[src/rtl/piso_serializer.sv]
// Parallel-in/serial-out shifter: loads a WIDTH-bit word on a valid/ready
// handshake and streams it out one bit per clock with frame and last strobes.
module piso_serializer #(
  parameter int WIDTH     = 8,
  parameter bit MSB_FIRST = 1'b1
) (
  input  logic             clk_i,
  input  logic             rst_n_i,
  input  logic [WIDTH-1:0] data_i,
  input  logic             valid_i,
  output logic             ready_o,
  output logic             ser_o,
  output logic             frame_o,
  output logic             last_o
);

  localparam int            CW       = $clog2(WIDTH);
  localparam logic [CW-1:0] CNT_LAST = CW'(WIDTH - 1);

  typedef enum logic {
    IDLE  = 1'b0,
    SHIFT = 1'b1
  } state_t;

  state_t           state_q, state_d;
  logic [CW-1:0]    cnt_q, cnt_d;
  logic [WIDTH-1:0] shreg_q, shreg_d;
  logic             last_q, last_d;
  logic             accept;

  always_ff @(posedge clk_i or negedge rst_n_i) begin
    if (!rst_n_i) begin
      state_q <= IDLE;
      cnt_q   <= '0;
      shreg_q <= '0;
      last_q  <= 1'b0;
    end else begin
      state_q <= state_d;
      cnt_q   <= cnt_d;
      shreg_q <= shreg_d;
      last_q  <= last_d;
    end
  end

  // The shift register is cleared on the way back to IDLE so the serial
  // line reads 0 whenever no frame is in progress.
  always_comb begin
    state_d = state_q;
    cnt_d   = cnt_q;
    shreg_d = shreg_q;
    case (state_q)
      IDLE: begin
        if (accept) begin
          state_d = SHIFT;
          cnt_d   = '0;
          shreg_d = data_i;
        end
      end
      SHIFT: begin
        if (cnt_q == CNT_LAST) begin
          if (accept) begin
            cnt_d   = '0;
            shreg_d = data_i;
          end else begin
            state_d = IDLE;
            cnt_d   = '0;
            shreg_d = '0;
          end
        end else begin
          cnt_d   = cnt_q + 1'b1;
          shreg_d = MSB_FIRST ? {shreg_q[WIDTH-2:0], 1'b0}
                              : {1'b0, shreg_q[WIDTH-1:1]};
        end
      end
      default: begin
        state_d = IDLE;
        cnt_d   = '0;
        shreg_d = '0;
      end
    endcase
    last_d = (state_d == SHIFT) && (cnt_d == CNT_LAST);
  end

  always_comb begin
    ready_o = (state_q == IDLE) || (cnt_q == CNT_LAST);
    accept  = valid_i && ready_o;
    frame_o = (state_q == SHIFT);
    ser_o   = frame_o && (MSB_FIRST ? shreg_q[WIDTH-1] : shreg_q[0]);
    last_o  = last_q;
  end

endmodule
[config.mk]
export PLATFORM = sky130hd
export DESIGN_NAME = piso_serializer
export DESIGN_NICKNAME = d
export VERILOG_FILES = /design/src/rtl/piso_serializer.sv
export SDC_FILE = /design/constraint.sdc
export NUM_CORES = 1
export LEC_CHECK = 0
export CAP_MARGIN = 20
export CORE_UTILIZATION = 49
export DETAILED_ROUTE_END_ITERATION = 16
export MAX_ROUTING_LAYER = met4
export PLACE_DENSITY = 0.89
export SYNTH_ARGS = -nofsm -noshare
export SYNTH_HDL_FRONTEND = slang
export SYNTH_SLANG_ARGS = --single-unit
[constraint.sdc]
create_clock -name clk_i -period 2.2 [get_ports clk_i]
set_input_delay 0.44 -clock clk_i [delete_from_list [all_inputs] [get_ports clk_i]]
set_output_delay 0.44 -clock clk_i [all_outputs]
set_load 0.02 [all_outputs]
# Word-level counts from Yosys, hierarchy flattened
# Cells that the tools add are included.
# word_totals
regBits	13
out_inout_bits	4
input_bits	11
wordCells	23
# classes
bitwise	1
n_addsub	1
muxes	10
n_reduce_logical	4
eq_ne	3
# op_table
operator	count
8-bit two-way mux	3
8-bit case mux with 2 select lines	1
3-bit == test, second input constant	2
3-bit two-way mux	2
3-bit case mux with 2 select lines	1
3-bit by 1-bit adder with 3-bit output, second input constant	1
1-bit logical AND	3
1-bit two-way mux	2
2-bit != test, second input constant	1
1-bit case mux with 2 select lines	1
1-bit logical OR	1
1-bit NOT	1

# Longest topological paths before layout
# depth
ltp_word	7
mapped_depth	6
ltp_nobuf	4

# Least setup slack after synthesis
# No wires, ideal clock.
# synth_timing
path_type	reg-to-output
start	reg cnt_q[0]
end	out ready_o
setup_slack_ns	0.579
t_required_ns	1.760
arrival_ns	1.181
stages_incl_launch_ff	6
n_path_buf	2
cell_sequence	dfrtp_1 ha_1 ha_1 buf_6 nand2b_4 buf_6
# synth_between
elab_chain_len	2
# synth_lines
item	line_no	rtl
start: declaration	26	logic [CW-1:0] cnt_q, cnt_d;
start signal: assignment	39	cnt_q <= cnt_d;
3-bit == test	85	ready_o = (state_q == IDLE) || (cnt_q == CNT_LAST);
1-bit logical OR	85	
end: declaration	11	output logic ready_o,
# No other way between the ends.

# Worst setup path in the final report
# layout_timing
start	reg state_q, in the netlist frame_o
end	out ser_o
# layout_between
elab_chain_len	1
# layout_lines
item	line_no	rtl
start: declaration	25	state_t state_q, state_d;
start signal: assignment	38	state_q <= state_d;
1-bit logical AND	88	ser_o = frame_o && (MSB_FIRST ? shreg_q[WIDTH-1] : shreg_q[0]);
end: declaration	12	output logic ser_o,
# No other way between the ends.

==> results.py <==
metrics = {
    "timing": {
        "finalCritPeriodShare": 0.909,
        "setup_viol": 0,
        "min_period_ns": 2.00,
        "rsz0062_at_grt": "no",
        "setup_slack_ns": 0.201,
        "tightest_slew_ns": 0.569,
        "max_freq_ghz": 0.500,
        "hold_viol": 0,
        "drv_slew": 0,
        "tns_ns": 0,
        "maxSlewHeadroom": 0.619,
        "skew_ns": 0.00684,
    },
    "clocking": {
        "clkLatencyLatePin_ns": 0.27,
        "clockBufferDepth": 2,
        "cts-htree-levels": 1,
        "numCtsBuffers": 3,
        "cts_tree": "yes",
        "clkSlewWorstSetupHoldPaths_ns": 0.08,
        "cts_root_buf": "clkbuf_4",
        "cts_setup_buffers": 0,
        "clock-sinks": 13,
    },
    "worst_setup_path": {
        "crit_chain": "and2_1 > clkdlybuf4s50_1",
        "worstPathMaxFanout": 9,
        "slowest_delay_ns": 0.60,
        "crit_type": "reg2out",
        "critPathSlowestCell": "clkdlybuf4s50_1",
        "end_kind": "output pin",
        "required_ns": 1.76,
        "r2r_start": "cnt_q[0]",
        "cp.arrival_ns": 1.56,
        "r2r_cells": 5,
        "r2r-end": "shreg_q[4]",
        "r2r_setup_slack_ns": 0.58,
        "cp-start-kind": "flop",
    },
    "floorplan": {
        "fp.dieW_microns": 40.5,
        "initial_utilization": 0.544,
        "die_area_sq_um": 1640,
        "die_y_microns": 40.5,
        "core_area_sq_um": 1330,
        "std_cell_rows": 13,
        "pin_count": 15,
    },
    "drt": {
        "antenna_left": 0,
        "avgRoutedWirePerCell_microns": 14.0,
        "remaining_drc_errors": 0,
        "vias": 534,
        "via_per_inst": 5.56,
        "met1_length_microns": 626,
        "dr_wl_met2_microns": 657,
        "dr.first_iter.drc_count": 7,
        "wl_mm": 1.35,
        "top_layer_used": "met4",
        "drtPass1Iterations": 3,
        "met3WireLength_microns": 47,
    },
    "yosys": {
        "synth-edff-count": 0,
        "avgSynthCellArea_sq_um": 11.5,
        "synth_seq_cells": 13,
        "yosysSeqAreaShare": 0.448,
        "synth.most_common_cell": "dfrtp_1",
        "yosysWarnings": 0,
        "ys.flop_type": "dfrtp_1",
        "synth.largest_area_cell": "dfrtp_1",
        "async_reset_ff_frac": 1.00,
        "syn-num-nets": 76,
        "synth_top_area_frac": 0.448,
        "ys_types": 19,
        "synth_area_leaders": "dfrtp_1, o221ai_2, mux2i_1",
        "syn-cell-area_sq_um": 726,
        "synth_common_cells": "dfrtp_1, mux2i_1, nand3_1",
        "syn_inst": 63,
    },
    "global_routing": {
        "grt-ovfl-total": 0,
        "antenna_found_initial": 0,
        "grt_pass1_wl_mm": 2.19,
        "track_usage": 0.218,
        "grt_pass1_vias": 503,
        "grt_max_degree": 21,
    },
    "place": {
        "post-place-ws_ns": 0.294,
        "hpwl_mm": 1.02,
        "io_buffers": 14,
        "place_congestion": 0.735,
    },
    "hold_path": {
        "hold_depth": 1,
        "whs_endpoint": "last_o",
        "min_from": "cnt_q[0]",
        "min_path_type": "reg2reg",
    },
    "pwr": {
        "powerDensity_nw_per_um2": 1150,
        "p_leak_nw": 0.397,
        "irDropWorstVdd_mv": 0.549,
    },
    "final_layout": {
        "drive_gt1_frac": 0.198,
        "nFillCells": 107,
        "diodes": 0,
        "area_delta_synth_final_pct": 24.7,
        "final_nets": 95,
    },
    "job": {
        "maxCapViolCount": 0,
    },
    "status": {
        "status": "finished, final reports clean",
    },
}
## final cells by class
type	count	area, sq um	share of cell area
Tap cell	15	18.8	0.0207
Timing Repair Buffer	19	176	0.195
Clock buffer	4	26.3	0.0290
Multi-Input combinational cell	39	335	0.371
Inverter	6	22.5	0.0249
Sequential cell	13	325	0.360
## cell families after synthesis
kind of cell               after synthesis  synth area share
DFF                                     13             0.448
and+or+nand+nor                         19             0.166
adders and majority gates                2            0.0345
buffers and inverters                   11            0.0896
muxes                                    7            0.0966
AOI/OAI and AO/OA                       11             0.166
## per-layer routing
layer | global-route usage | vias to the layer above
li1 | - | 267
met1 | 0.271 | 256
met2 | 0.345 | 9
met3 | 0.0500 | 2
met4 | 0.0750 | 0
met5 | - | -
## worst max-delay path by stage
stage / start / to / slack (ns) / cells past startpoint
after floorplan: cnt_q[0] / ready_o / 0.58 / 5
after global placement: cnt_q[0] / ready_o / 0.31 / 4
after detailed placement: cnt_q[0] / ready_o / 0.29 / 4
after CTS: frame_o / ser_o / 0.19 / 2
after global routing: cnt_q[0] / ready_o / 0.14 / 4
final: frame_o / ser_o / 0.20 / 2
## registers in the layout, indices dropped and copies added, names as in the netlist
register	cells
frame_o	1
shreg_q	8
last_o	1
cnt_q	3
## report_power, final
part	internal [W]	leakage, nW	total [W]	switching (W)
Combinational	0.000246	0.216	0.000498	0.000253
Sequential	0.000332	0.166	0.000399	0.0000676
Clock	0.0000700	0.0150	0.000142	0.0000719
Total	0.000647	0.397	0.00104	0.000392
## stage by stage
stage	hold slack [ns]	total power, W	cells	util	cell area (sq um)
floorplan	0.144	0.000762	63	-	726
global placement	0.472	0.000886	92	0.659	880
detailed placement	0.483	0.000912	92	0.659	880
CTS	0.512	0.00105	96	0.678	905
global route	0.537	0.00112	96	0.678	905
finish	0.507	0.00104	96	0.678	905
## cells in the final DEF, fill, tap and decap left out, drive strengths merged
cell           synthesis  layout
nand3                  7       7
o21ai                  4       4
inv                    6       6
buf                    5       5
clkbuf                 0       4
nor3b                  1       1
and3b                  1       1
and2                   1       1
dfrtp                 13      13
nor3                   1       1
mux2i                  7       7
a311o                  1       1
o221ai                 6       6
ha                     2       2
nand2                  3       3
clkdlybuf4s50          0      13
or3b                   1       1
dlygate4sd2            0       1
nand2b                 4       4
## timing repair
item                       in CTS  in global routing
gates resized for setup         1                  0
hold buffers                    0                  0
setup endpoints to repair       1                  0
## worst max-delay path: cells and delay by family, from the launching register on
kind | cells | cell delay [ns]
buffers and inverters | 1 | 0.60
flip-flops | 1 | 0.51
AND/OR/NAND/NOR | 1 | 0.19
Note: power is estimated with default switching activity, not from simulation.
